[src/rtl/memory_unit_pkg.sv]
// -----------------------------------------------------------------------------
// memory_pkg
// Shared definitions for the memory_unit slice.
//   DATA_W_DEF / ADDR_W_DEF : default word and address widths (CPU bus match)
//   DEPTH                   : number of words at the default address width
//   state_e                 : load/run phase encoding used by mem_load_fsm
// -----------------------------------------------------------------------------
package memory_pkg;

    localparam int DATA_W_DEF = 8;
    localparam int ADDR_W_DEF = 4;
    localparam int DEPTH      = 2 ** ADDR_W_DEF;

    typedef enum logic [0:0] {
        LOAD = 1'b0,
        RUN  = 1'b1
    } state_e;

endpackage

[src/rtl/memory_unit_if.sv]
// -----------------------------------------------------------------------------
// memory_unit_if
// Bundles the CPU memory port and the loader handshake of memory_unit.
//   CPU side   : read, write, address, memoryIn -> memoryOut
//   Loader     : load_valid, load_data -> load_ready
//   Status     : load_done, cpu_hold, err
// Modports:
//   slave  : the memory itself
//   master : the CPU / loader / bench driving the memory
// -----------------------------------------------------------------------------
interface memory_unit_if
    import memory_pkg::*;
#(
    parameter int DATA_W = DATA_W_DEF,
    parameter int ADDR_W = ADDR_W_DEF
);

    logic              read;
    logic              write;
    logic [ADDR_W-1:0] address;
    logic [DATA_W-1:0] memoryIn;
    logic [DATA_W-1:0] memoryOut;
    logic              load_valid;
    logic [DATA_W-1:0] load_data;
    logic              load_ready;
    logic              load_done;
    logic              cpu_hold;
    logic              err;

    modport slave (
        input  read, write, address, memoryIn, load_valid, load_data,
        output memoryOut, load_ready, load_done, cpu_hold, err
    );

    modport master (
        output read, write, address, memoryIn, load_valid, load_data,
        input  memoryOut, load_ready, load_done, cpu_hold, err
    );

endinterface

[src/rtl/memory_unit_mem_load_fsm.sv]
// -----------------------------------------------------------------------------
// mem_load_fsm
// Phase controller of memory_unit: owns the LOAD/RUN state and the load
// pointer, decodes the phase status outputs and steers the array write port.
// Optional feature macro: MEMORY_UNIT_WRITE_PROTECT_EN (run-phase writes
// below PROT_LIMIT are suppressed and flagged through prot_hit).
// Ports:
//   clk, clr        : clock, asynchronous active-high reset
//   load_valid      : loader word present
//   write, address  : CPU write strobe and address
//   load_ready      : loader word accepted this cycle (LOAD phase)
//   cpu_hold        : keeps the CPU cleared during LOAD
//   load_done       : RUN phase active
//   arr_we          : array write enable
//   arr_addr        : array write address
//   arr_sel_load    : 1 = write data from loader, 0 = from CPU
//   prot_hit        : run-phase write hit the protected region
// -----------------------------------------------------------------------------
module mem_load_fsm
    import memory_pkg::*;
#(
    parameter int ADDR_W     = ADDR_W_DEF,
    parameter int LOAD_WORDS = 16,
    parameter int PROT_LIMIT = 8
) (
    input  logic              clk,
    input  logic              clr,
    input  logic              load_valid,
    input  logic              write,
    input  logic [ADDR_W-1:0] address,
    output logic              load_ready,
    output logic              cpu_hold,
    output logic              load_done,
    output logic              arr_we,
    output logic [ADDR_W-1:0] arr_addr,
    output logic              arr_sel_load,
    output logic              prot_hit
);

    localparam logic [0:0]        ST_LOAD    = LOAD;
    localparam logic [0:0]        ST_RUN     = RUN;
    localparam logic [ADDR_W-1:0] LAST_PTR   = ADDR_W'(LOAD_WORDS - 1);
    // One extra bit so a limit equal to the depth still compares correctly.
    localparam logic [ADDR_W:0]   PROT_BOUND = (ADDR_W + 1)'(PROT_LIMIT);

`ifdef MEMORY_UNIT_WRITE_PROTECT_EN
    localparam logic PROT_EN = 1'b1;
`else
    localparam logic PROT_EN = 1'b0;
`endif

    logic [0:0]        state_r;
    logic [ADDR_W-1:0] ptr_r;
    logic              last_word_s;
    logic              prot_zone_s;

    assign last_word_s = (ptr_r == LAST_PTR);
    assign prot_zone_s = PROT_EN & ({1'b0, address} < PROT_BOUND);

    // Phase status is a pure decode of the state register.
    assign load_ready = (state_r == ST_LOAD);
    assign cpu_hold   = (state_r == ST_LOAD);
    assign load_done  = (state_r == ST_RUN);

    // Phase register and load pointer; the pointer parks on the last word.
    always_ff @(posedge clk or posedge clr) begin
        if (clr) begin
            state_r <= ST_LOAD;
            ptr_r   <= '0;
        end else begin
            case (state_r)
                ST_LOAD: begin
                    if (load_valid) begin
                        if (last_word_s) begin
                            state_r <= ST_RUN;
                        end else begin
                            ptr_r <= ptr_r + ADDR_W'(1);
                        end
                    end
                end
                ST_RUN: begin
                    state_r <= ST_RUN;
                end
                default: begin
                    state_r <= ST_LOAD;
                    ptr_r   <= '0;
                end
            endcase
        end
    end

    // Array write steering: loader owns the port in LOAD, the CPU in RUN.
    always_comb begin
        arr_we       = 1'b0;
        arr_addr     = '0;
        arr_sel_load = 1'b0;
        prot_hit     = 1'b0;
        case (state_r)
            ST_LOAD: begin
                arr_we       = load_valid;
                arr_addr     = ptr_r;
                arr_sel_load = 1'b1;
                prot_hit     = 1'b0;
            end
            ST_RUN: begin
                arr_we       = write & ~prot_zone_s;
                arr_addr     = address;
                arr_sel_load = 1'b0;
                prot_hit     = write & prot_zone_s;
            end
            default: begin
                arr_we       = 1'b0;
                arr_addr     = '0;
                arr_sel_load = 1'b0;
                prot_hit     = 1'b0;
            end
        endcase
    end

endmodule

[src/rtl/memory_unit.sv]
// -----------------------------------------------------------------------------
// memory_unit
// 16x8 program/data memory beside the CPU. After reset it is filled word by
// word through the loader handshake while cpu_hold keeps the CPU cleared;
// then it serves combinational CPU reads and clocked CPU writes.
// Optional feature macro: MEMORY_UNIT_WRITE_PROTECT_EN (run-phase writes to
// addresses below PROT_LIMIT are dropped and set err).
// Ports:
//   clk  : system clock, rising edge
//   clr  : asynchronous active-high reset (restarts loading at address 0)
//   bus  : memory_unit_if.slave -- CPU port, loader handshake, status/err
// -----------------------------------------------------------------------------
module memory_unit
    import memory_pkg::*;
#(
    parameter int DATA_W     = DATA_W_DEF,
    parameter int ADDR_W     = ADDR_W_DEF,
    parameter int LOAD_WORDS = 16,
    parameter int PROT_LIMIT = 8
) (
    input  logic                clk,
    input  logic                clr,
    memory_unit_if.slave        bus
);

    localparam int MEM_DEPTH = 2 ** ADDR_W;

    logic [DATA_W-1:0] mem_r [MEM_DEPTH];
    logic              err_r;

    logic              load_done_s;
    logic              arr_we_s;
    logic [ADDR_W-1:0] arr_addr_s;
    logic              arr_sel_load_s;
    logic              prot_hit_s;
    logic [DATA_W-1:0] arr_wdata_s;
    logic              collision_s;

    mem_load_fsm #(
        .ADDR_W     (ADDR_W),
        .LOAD_WORDS (LOAD_WORDS),
        .PROT_LIMIT (PROT_LIMIT)
    ) u_fsm (
        .clk          (clk),
        .clr          (clr),
        .load_valid   (bus.load_valid),
        .write        (bus.write),
        .address      (bus.address),
        .load_ready   (bus.load_ready),
        .cpu_hold     (bus.cpu_hold),
        .load_done    (load_done_s),
        .arr_we       (arr_we_s),
        .arr_addr     (arr_addr_s),
        .arr_sel_load (arr_sel_load_s),
        .prot_hit     (prot_hit_s)
    );

    assign bus.load_done = load_done_s;
    assign bus.err       = err_r;
    assign collision_s   = bus.read & bus.write;
    assign arr_wdata_s   = arr_sel_load_s ? bus.load_data : bus.memoryIn;

    // Zero-latency read; the pre-write value is visible in a collision cycle
    // because the array only changes at the edge.
    assign bus.memoryOut = (load_done_s & bus.read) ? mem_r[bus.address] : '0;

    // Storage array, cleared by reset so unloaded words read as zero.
    always_ff @(posedge clk or posedge clr) begin
        if (clr) begin
            for (int i = 0; i < MEM_DEPTH; i++) begin
                mem_r[i] <= '0;
            end
        end else if (arr_we_s) begin
            mem_r[arr_addr_s] <= arr_wdata_s;
        end
    end

    // Sticky access error: run-phase read/write collision or protected write.
    always_ff @(posedge clk or posedge clr) begin
        if (clr) begin
            err_r <= 1'b0;
        end else if (load_done_s & (collision_s | prot_hit_s)) begin
            err_r <= 1'b1;
        end
    end

endmodule

[src/flat_wrapper.sv]
// flat-port wrapper written by rule: the top's interface ports become plain ports
module memory_unit_flat import memory_pkg::*;
#(
    parameter int DATA_W     = DATA_W_DEF,
    parameter int ADDR_W     = ADDR_W_DEF,
    parameter int LOAD_WORDS = 16,
    parameter int PROT_LIMIT = 8
)
  (clk, clr, bus_read, bus_write, bus_address, bus_memoryIn, bus_load_valid, bus_load_data, bus_memoryOut, bus_load_ready, bus_load_done, bus_cpu_hold, bus_err);
  memory_unit_if #(.DATA_W(DATA_W), .ADDR_W(ADDR_W)) bus_i ();
  input  logic clk;
  input  logic clr;
  input wire logic [$bits(bus_i.read)-1:0] bus_read;
  input wire logic [$bits(bus_i.write)-1:0] bus_write;
  input wire logic [$bits(bus_i.address)-1:0] bus_address;
  input wire logic [$bits(bus_i.memoryIn)-1:0] bus_memoryIn;
  input wire logic [$bits(bus_i.load_valid)-1:0] bus_load_valid;
  input wire logic [$bits(bus_i.load_data)-1:0] bus_load_data;
  output wire logic [$bits(bus_i.memoryOut)-1:0] bus_memoryOut;
  output wire logic [$bits(bus_i.load_ready)-1:0] bus_load_ready;
  output wire logic [$bits(bus_i.load_done)-1:0] bus_load_done;
  output wire logic [$bits(bus_i.cpu_hold)-1:0] bus_cpu_hold;
  output wire logic [$bits(bus_i.err)-1:0] bus_err;
  assign bus_i.read = bus_read;
  assign bus_i.write = bus_write;
  assign bus_i.address = bus_address;
  assign bus_i.memoryIn = bus_memoryIn;
  assign bus_i.load_valid = bus_load_valid;
  assign bus_i.load_data = bus_load_data;
  assign bus_memoryOut = bus_i.memoryOut;
  assign bus_load_ready = bus_i.load_ready;
  assign bus_load_done = bus_i.load_done;
  assign bus_cpu_hold = bus_i.cpu_hold;
  assign bus_err = bus_i.err;
  memory_unit #(.DATA_W(DATA_W), .ADDR_W(ADDR_W), .LOAD_WORDS(LOAD_WORDS), .PROT_LIMIT(PROT_LIMIT)) u_core (.clk(clk), .clr(clr), .bus(bus_i));
endmodule
[config.mk]
export PLATFORM = sky130hd
export DESIGN_NAME = memory_unit_flat
export DESIGN_NICKNAME = d
export VERILOG_FILES = /design/src/rtl/memory_unit_pkg.sv /design/src/rtl/memory_unit_if.sv /design/src/rtl/memory_unit_mem_load_fsm.sv /design/src/rtl/memory_unit.sv /design/src/flat_wrapper.sv
export SDC_FILE = /design/constraint.sdc
export NUM_CORES = 1
export LEC_CHECK = 0
export CORE_MARGIN = 5
export CORE_UTILIZATION = 55
export CTS_CLUSTER_SIZE = 30
export DETAILED_ROUTE_END_ITERATION = 6
export GPL_TIMING_DRIVEN = 0
export PLACE_DENSITY_LB_ADDON = 0.12
export SYNTH_ARGS = -nofsm -noshare
export SYNTH_HDL_FRONTEND = slang
export SYNTH_SLANG_ARGS = --single-unit
[constraint.sdc]
create_clock -name clk -period 8.4 [get_ports clk]
set_clock_uncertainty 0.2 [all_clocks]
set_input_delay 1.68 -clock clk [delete_from_list [all_inputs] [get_ports clk]]
set_output_delay 1.68 -clock clk [all_outputs]
set_load 0.01 [all_outputs]
# After elaboration in Yosys (flattened, before gate mapping)
# Cells that the tools add are included.
[totals]
register_bits = 134
inputBits = 25
elab_cells = 47
out_inout_bits = 12
[classes]
n_eq_ne = 1
reduce_logical = 2
bitwise_logic = 7
addsub = 1
n_mux = 14
magnitude_cmp = 3
[ops]
columns = ["operator", "count"]
rows = [
  ["128-bit bitwise mux", 1],
  ["8-bit two-way mux", 5],
  ["8-bit binary-select mux with 4-bit select", 1],
  ["8-bit demux with 4-bit select", 1],
  ["5-bit >= comparator, second input constant", 2],
  ["4-bit inverter with 5-bit output", 2],
  ["4-bit one-hot mux with 2 select lines", 1],
  ["1-bit one-hot mux with 2 select lines", 3],
  ["5-bit by 1-bit less-than comparator with 1-bit output, second input constant", 1],
  ["4-bit by 1-bit adder with 4-bit output, second input constant", 1],
  ["4-bit equality test, second input constant", 1],
  ["1-bit AND", 3],
  ["3-bit AND reduction", 1],
  ["1-bit two-way mux", 2],
  ["1-bit inverter", 2],
  ["1-bit logical AND", 1],
]

# Depth between registers and ports, before layout
# Gate-level depths: netlist of the first run.
[logic_depth]
depth_word = 8
ltp_mapped = 7
ltp_nobuf = 5

# Cells and area by module
# From an unflattened synthesis of the first run, not the netlist that was laid out.
[hier_totals]
cells_unflattened = 572
hier_area_um2 = 6120.9
[modules_own_cells]
columns = ["mod", "cells_each", "instances", "seq_area_each_um2", "area_each_um2"]
rows = [
  ["memory_unit", 541, 1, 3228.1, 5791.8],
  ["mem_load_fsm", 31, 1, 125.1, 329.1],
]

# Least setup slack after synthesis of the first run
# No wires, ideal clock.
[synth_timing]
kind = "in2out"
from = "in bus_address[0]"
to = "out bus_memoryOut[1]"
stages = 5
path_buffers = 2
required_time_ns = 6.520
path_slack_ns = 3.537
arrival_ns = 2.983
cell_sequence = "buf_2 > buf_2 > mux4_2 > mux2i_1 > o22ai_1"
[synth_between]
elab_chain_len = 5
[synth_rtl]
columns = ["element", "line_no", "source"]
rows = [
  ["start, declared", "flat_wrapper.sv:15", "input wire logic [$bits(bus_i.address)-1:0] bus_address;"],
  ["4-bit inverter with 5-bit output (implied by the code)", "memory_unit.sv:65", "assign bus.memoryOut = (load_done_s & bus.read) ? mem_r[bus.address] : '0;"],
  ["8-bit binary-select mux with 4-bit select", "memory_unit.sv:65", ""],
  ["8-bit two-way mux (implied by the code) (2 in a row)", "memory_unit.sv:65", ""],
  ["8-bit two-way mux", "memory_unit.sv:65", ""],
  ["end, declared", "flat_wrapper.sv:19", "output wire logic [$bits(bus_i.memoryOut)-1:0] bus_memoryOut;"],
]
# Every way passes these cells. The select of a mux whose other input is x is not followed.

# Worst setup path in the final report of the first run
[layout_timing]
from = "in bus_address[0]"
to = "out bus_memoryOut[2]"
# The elaborated chain is that of the path after synthesis.

==> results of run 1 <==
## layout make-up
cell class	count	area [um^2]	area share [%]
well taps	147	184	2.35
multi-input cells	379	2910	37.2
clock inverters	8	143	1.82
flip-flops and latches	134	3350	42.8
clock buffers	23	508	6.48
inverters	4	20.0	0.256
plain buffers	41	337	4.30
repair buffers	36	378	4.82
## through the flow
step / std cells / hold slack (ns) / total power [uW]
2_1_floorplan: 558 / 0.242 / 1870
3_3_place_gp: 740 / 0.251 / 2090
3_5_place_dp: 741 / 0.261 / 2150
4_1_cts: 772 / 0.273 / 2970
5_1_grt: 772 / 0.292 / 3150
6_report: 772 / 0.273 / 2970
## sequential cells by signal (all words and copies together) (netlist names)
signal / cells
u_core.mem_r: 128
u_core.u_fsm.load_done: 1
u_core.u_fsm.ptr_r: 4
u_core.bus.err: 1
## final timing paths
check | slack, ns | to | cells after the start | startpoint
worst max register to register | 5.67 | u_core.mem_r[52] | 6 | u_core.u_fsm.load_done
worst max-delay path | 1.92 | bus_memoryOut[2] | 7 | bus_address[0]
min in group asynchronous | 1.42 | u_core.bus.err | 2 | clr
worst min-delay path | 0.27 | u_core.mem_r[91] | 2 | u_core.mem_r[91]
max in group asynchronous | 5.80 | u_core.mem_r[121] | 3 | clr
worst min register to register | 0.27 | u_core.mem_r[91] | 2 | u_core.mem_r[91]
## worst max-delay path, delay by kind of cell
| kind | cells | cell delay, ns |
|---|---|---|
| AOI/OAI and AO/OA | 1 | 0.17 |
| muxes | 2 | 0.82 |
| buffers and inverters | 4 | 1.91 |
## cells by family (layout without fill, tap and decap cells)
group / Yosys count / in the layout / share of synthesized area [%]
XOR/XNOR: 2 / 2 / 0.265
AO/OA/AOI/OAI: 161 / 161 / 18.1
flip-flops: 134 / 134 / 50.7
multiplexers: 53 / 53 / 13.9
adder cells (fa/ha/maj): 1 / 1 / 0.189
buffers and inverters: 45 / 112 / 5.31
AND/OR/NAND/NOR: 162 / 162 / 11.5
## Yosys cell counts (2+ instances only)
cell / n
or3b_4: 2
buf_4: 2
o32ai_1: 2
dfrtp_1: 134
nand3_1: 3
nor3b_1: 4
nand3b_2: 3
a21oi_2: 6
o22ai_1: 6
mux2i_1: 20
a211oi_1: 4
buf_6: 18
nor2b_1: 5
mux4_2: 30
inv_1: 4
nor3_1: 3
clkbuf_8: 2
nand3b_4: 2
nand3_2: 2
clkbuf_1: 2
o21ai_0: 19
o21ai_1: 11
mux2_2: 2
a21oi_1: 82
nand2_2: 3
o21ai_2: 11
a221o_2: 2
buf_2: 16
nor2_1: 88
a221o_1: 3
a221oi_4: 11
nand2_1: 39
## power by group
part / internal (uW) / switching (uW)
Sequential: 968 / 182
Clock: 541 / 270
Combinational: 463 / 543
Total: 1970 / 996
## layer usage
layer,vias to the layer above,part of all wire (%)
met5,-,0
met4,0,2.3
met3,24,4.7
met2,101,50
met1,2292,43
li1,2123,-
==> results.rst, run 1 <==
.. list-table::
   :header-rows: 1

   * - Metric
     - Value
   * - Cts hold-fix bufs
     - 0
   * - Antenna diodes
     - 0
   * - Crit path launch type
     - primary input
   * - Remaining routing DRC violations
     - 0
   * - Fraction of final layout cells with drive strength greater than 1
     - 24.3%
   * - H-tree depth
     - 4
   * - Netlist cell types
     - slightly below 50
   * - Overflow left after global routing
     - 0
   * - Peak clock frequency supported by timing
     - 0.154 GHz
   * - Slowest stage delay, CP
     - about 0.6 ns
   * - Largest net degree at the start of global routing
     - 100
   * - Detailed-route vias per instance
     - around 6
   * - Overall global routing resource usage
     - roughly a quarter
   * - Max stage delay cell, worst path
     - clkdlybuf4s50_1
   * - Post-detailed-route count of antenna-violating nets
     - 0
   * - Ys async rst share
     - 100%
   * - Static Leak
     - between 0.003 and 0.004 uW
   * - Shortest clock period the worst path allows after layout
     - between 6 and 7 ns
   * - Net count, final
     - between 600 and 700
   * - Total power density per cell area
     - approximately 380 nW/um^2
   * - Met2 track demand over resource in global routing
     - approximately two fifths
   * - Sequential-to-total area share from yosys stat
     - 50.7%
   * - Iteration count of the initial detailed-routing pass
     - 4
   * - Crit Path Max Fanout
     - 10
   * - Leading register cell type out of synthesis
     - dfrtp_1
   * - # fillers
     - slightly above 900
   * - Synth-to-Final Area Change
     - 18.4%
   * - Total number of vias
     - around 4500
   * - Initial core utilization
     - a little under three fifths
   * - Worst-skew pair later-pin latency
     - between 0.4 and 0.5 ns
   * - Synth area leader
     - dfrtp_1
   * - Setup repair after global routing missed its margin
     - false
   * - Gate Count Post-Synth
     - between 500 and 600
   * - Core Region
     - ~12000 um^2
   * - Number of setup violations in the final report
     - 0
   * - Met1 usage
     - 30.8%
   * - Num Clock Sinks
     - 134
   * - VDD IR max
     - approximately 210 uV
   * - Routed WL per cell
     - slightly above 20 um
   * - Share of the clock period used by the worst path
     - 77.1%
   * - Most area-consuming cells after synthesis
     - dfrtp_1 (51%), mux4_2 (10%), a21oi_1 (6.2%)
   * - Combined area of all synthesized cells
     - about 6600 um^2
   * - Setup_tns
     - 0 ns
   * - Synth Register Bits
     - around 130
   * - Number of buffers created by CTS
     - 17
   * - Most common library cell in the layout ignoring fill and taps
     - dfrtp_1
   * - Clock slew at the register clock pins of the worst setup and hold paths
     - ~0.050 ns
   * - Worst Slack Setup Final
     - 1.92 ns
   * - Critical Path, Cell by Cell
     - clkdlybuf4s50_1 > buf_2 > buf_2 > mux4_2 > mux2i_1 > o22ai_1 > clkdlybuf4s50_1
   * - Die area
     - roughly 14000 um^2
   * - WP data required
     - roughly 6.5 ns
   * - Ports
     - 37
   * - Global-route wire length before repair
     - 26200 um
   * - Hold Violations, Final
     - 0
   * - Slew at the pin with the worst max-slew slack
     - between 0.8 and 0.9 ns
   * - Synthesized net count
     - ~580
   * - Max-cap violations
     - 0
   * - Post-CTS setup repair buffer count
     - 0
   * - Worst slack, placed
     - about 2 ns
   * - DP Area
     - 7180 um^2
   * - Synth top area share
     - about 51%
   * - Vias in the first global route
     - just under 5000
   * - Number of antenna violations at the first check in global routing
     - 0
   * - Worst setup path class
     - in2out
   * - Gpl congestion
     - 0.875
   * - Number of warning messages in the yosys log
     - 0
   * - Buffers added on ports
     - 35
   * - Final WL
     - approximately 16000 um
   * - Rows
     - 40
   * - Crit path DAT
     - roughly 4.6 ns
   * - Element type at the critical path end
     - primary output
   * - Clock tree from TritonCTS
     - done
   * - Final Cell Area
     - ~7800 um^2
   * - Average cell area after synthesis
     - around 12 um^2
   * - Number of buffers between clock root and the deepest sink
     - 2
   * - Y dimension of the die
     - between 100 and 150 um
   * - Run status
     - complete, no violations
   * - Die Wd
     - between 100 and 150 um
   * - Most Crowded Layer GR
     - met2
   * - Number of flops mapped to enable cells by yosys
     - 0
   * - Clock root cell
     - clkbuf_16
   * - Normalized max-slew margin
     - around two fifths
   * - Post_cts resized
     - 0
   * - Leading cell types in the layout, fill and taps excluded
     - dfrtp_1 (134), nor2_1 (88), a21oi_1 (82), nand2_1 (39), clkdlybuf4s50_1 (35)
   * - Met3 GRT Util
     - under 10%
   * - HPWL Detailed
     - 11700 um
   * - Class of the worst hold path
     - reg2reg
   * - Number of pins with negative max-slew slack in the final report
     - 0
   * - Final core utilization
     - between 60% and 70%
   * - Initial DRC count
     - between 200 and 300
Power figures use the tool's default switching activity.
==> run 2: changes to the inputs <==
==> constraint.sdc (replaced) <==
create_clock -name clk -period 6.6 [get_ports clk]
set_clock_uncertainty 0.2 [all_clocks]
set_input_delay 1.32 -clock clk [delete_from_list [all_inputs] [get_ports clk]]
set_output_delay 1.32 -clock clk [all_outputs]
set_load 0.01 [all_outputs]
==> results of run 2 <==
The final DEF is identical to that of run 1. Status: complete, no violations.
Main changes from that run: setup slack after placement 1.98 ns -> 0.901 ns; setup slack after layout 1.92 ns -> 0.841 ns; register-to-register setup slack 5.67 ns -> 3.87 ns; total power 2970 uW -> 3780 uW; worst IR drop on VDD 208 uV -> 265 uV
==> run 3: changes to the inputs <==
--- a/config.mk
+++ b/config.mk
@@ -5,7 +5,8 @@
 export SDC_FILE = /design/constraint.sdc
 export NUM_CORES = 1
 export LEC_CHECK = 0
-export CORE_MARGIN = 5
+export CAP_MARGIN = 15
+export CORE_MARGIN = 10
 export CORE_UTILIZATION = 55
 export CTS_CLUSTER_SIZE = 30
 export DETAILED_ROUTE_END_ITERATION = 6
==> run 3 against run 2 <==
Effect of this change:
- routed wire length is 2.5% higher
- critical path depth unchanged
- via count is 2.2% higher
- register-to-register slack worse by 0.02 ns
- clock power decreased by 19%
- combinational power barely moved
- power fell by 5.2%
- cell count increased by 0.13%
- sequential cell count stayed put
- critical endpoint unchanged
- largest cell class unchanged
- highest routed layer unchanged
==> results.rst, run 3 (synthesis results as in run 1) <==
.. list-table::
   :header-rows: 1

   * - Metric
     - Value
   * - Total power density per cell area
     - around 470 nW/um^2
   * - Largest register by flop count
     - u_core.mem_r
   * - Buf/Inv on CP
     - 4 (unchanged)
   * - Clock slew at the register clock pins of the worst setup and hold paths
     - 0.06 ns (about the same)
   * - WP data required
     - a little over 5 ns
   * - Initial DRC count
     - 431 (+47%)
   * - Max stage delay cell, worst path
     - clkdlybuf4s50_1
   * - Post-CTS setup repair buffer count
     - 0 (unchanged)
   * - Critical Path, Cell by Cell
     - clkdlybuf4s50_1 > buf_2 > buf_2 > mux4_2 > mux2i_1 > o22ai_1 > clkdlybuf4s50_1
   * - Overflow left after global routing
     - 0 (unchanged)
   * - Post-detailed-route count of antenna-violating nets
     - 0 (unchanged)
   * - Hold Violations, Final
     - 0 (unchanged)
   * - Share of the clock period used by the worst path
     - between 80 and 90%
   * - # fillers
     - 930 (-0.53%)
   * - Final total power
     - between 3000 and 4000 uW
   * - Cts hold-fix bufs
     - 0 (unchanged)
   * - Y dimension of the die
     - 130 um (+8.4%)
   * - Clock root cell
     - clkbuf_16
   * - Slew at the pin with the worst max-slew slack
     - 0.826 ns (-0.0277 ns)
   * - Final WL
     - 16400 um (+2.5%)
   * - Antenna diodes
     - 0 (unchanged)
   * - Most common library cell in the layout ignoring fill and taps
     - dfrtp_1
   * - Die Wd
     - 130 um (+8.4%)
   * - Peak clock frequency supported by timing
     - between 0.15 and 0.2 GHz
   * - Number of flip-flops in the largest register
     - 128 (unchanged)
   * - Number of pins with negative max-slew slack in the final report
     - 0 (unchanged)
   * - Static Leak
     - 0.00341 uW (-1.9%)
   * - Ports
     - 37 (unchanged)
   * - Top cell family by delay on the critical path
     - buffers and inverters
   * - Total number of vias
     - 4640 (+2.2%)
   * - VDD IR max
     - 285 uV
   * - Iteration count of the initial detailed-routing pass
     - 6 (+2)
   * - Net count, final
     - 639 (unchanged)
   * - Worst setup path class
     - in2out
   * - Run status
     - complete, no violations
   * - Number of setup violations in the final report
     - 0 (unchanged)
   * - Rows
     - 40 (unchanged)
   * - Largest registers in the final layout
     - u_core.mem_r (128), u_core.u_fsm.ptr_r (4)
   * - Leading cell types in the layout, fill and taps excluded
     - dfrtp_1 (134), nor2_1 (88), a21oi_1 (82), nand2_1 (39), clkdlybuf4s50_1 (35)
   * - Fraction of final layout cells with drive strength greater than 1
     - 24.3% (-0.039 points)
   * - Post_cts resized
     - 0 (unchanged)
   * - Global-route wire length before repair
     - 26300 um (+0.47%)
   * - Crit Path Max Fanout
     - 10 (unchanged)
   * - DR top layer
     - met4
   * - Largest net degree at the start of global routing
     - 89 (-11%)
   * - Element type at the critical path end
     - primary output
   * - HPWL Detailed
     - 11800 um (+1.3%)
   * - Synth-to-Final Area Change
     - 16.4%
   * - Crit path DAT
     - between 4 and 5 ns
   * - Number of buffers created by CTS
     - 17 (unchanged)
   * - Detailed-route vias per instance
     - 6.00 (+2.1%)
   * - H-tree depth
     - 4 (unchanged)
   * - Met2 wire length
     - 8320 um (+3.3%)
   * - Met1 Routed Length
     - 6940 um (+1.4%)
   * - Vias in the first global route
     - 4724 (-2.1%)
   * - Normalized max-slew margin
     - 43.4% (+1.9 points)
   * - Remaining routing DRC violations
     - 0 (unchanged)
   * - Number of antenna violations at the first check in global routing
     - 0 (unchanged)
   * - Shortest clock period the worst path allows after layout
     - ~5.7 ns
   * - Buffers added on ports
     - 35 (unchanged)
   * - Setup repair after global routing missed its margin
     - false
   * - Seq. cell area
     - 3350 um^2 (unchanged)
   * - Number of buffers between clock root and the deepest sink
     - 2 (unchanged)
   * - Die area
     - 16800 um^2 (+17%)
   * - Class of the worst hold path
     - reg2reg
   * - Num Clock Sinks
     - 134 (unchanged)
   * - Core Region
     - 11900 um^2 (unchanged)
   * - Met3 WL
     - 872 um (+17%)
   * - Initial core utilization
     - 55.5% (unchanged)
   * - Overall global routing resource usage
     - 20.9% (-3.3 points)
   * - Slowest stage delay, CP
     - 0.59 ns (about the same)
   * - Worst-skew pair later-pin latency
     - 0.43 ns (about the same)
   * - Final core utilization
     - 64.7% (-1.1 points)
   * - Routed WL per cell
     - 21.2 um (+2.3%)
   * - Clock tree from TritonCTS
     - done
   * - Hold Worst Slack
     - 0.272 ns (-0.00113 ns)
   * - Max-cap violations
     - 0 (unchanged)
   * - Gpl congestion
     - 0.879 (+0.45%)
   * - Crit path launch type
     - primary input
   * - Multi-input gate area
     - 2910 um^2 (unchanged)
run 3: cell count changes in the layout (fill, tap and decap cells not counted), sizes merged:
cell      previous run  this run
bufinv               4         0
clkbuf              27        22
clkinv               3        11
clkinvlp             1         3
run 3: worst paths after layout:
check / startpoint / to / slack, ns / cells after the start
worst min register to register: u_core.bus.err / u_core.bus.err / 0.27 / 1
max in group asynchronous: clr / u_core.mem_r[49] / 4.35 / 3
min in group asynchronous: clr / u_core.mem_r[29] / 1.09 / 2
worst min-delay path: u_core.bus.err / u_core.bus.err / 0.27 / 1
worst max register to register: u_core.u_fsm.load_done / u_core.mem_r[44] / 3.85 / 6
worst max-delay path: bus_address[0] / bus_memoryOut[2] / 0.88 / 7
run 3: cell type report:
cell class	count	area share [%]
Sequential cell	134	43.5
Multi-Input combinational cell	379	37.8
Clock buffer	18	5.57
Timing Repair Buffer	36	4.91
Buffer	41	4.37
Tap cell	147	2.39
Clock inverter	14	1.15
Inverter	4	0.260
run 3: routing by layer:
metal  vias up  global-route usage (%)
met1      2355                    26.5
met2       124                    34.2
met4         0                    7.08
met3        26                    5.27
li1       2135                       -
met5         -                       0
run 3: power breakdown:
part           leakage (uW)  internal (uW)  switching (uW)
clock network      0.000255            473             362
registers           0.00159           1230             237
logic               0.00157            589             688
total               0.00341           2290            1290
run 3: through the flow:
step | cells | TNS, ns | worst slack, ns | area, um^2
finish | 773 | 0 | 0.884 | 7700
global route | 773 | 0 | 0.770 | 7700
CTS | 773 | 0 | 0.884 | 7700
detailed placement | 741 | 0 | 0.899 | 7180
global placement | 740 | -31.20 | -0.243 | 7150
floorplan | 558 | 0 | 1.50 | 6620
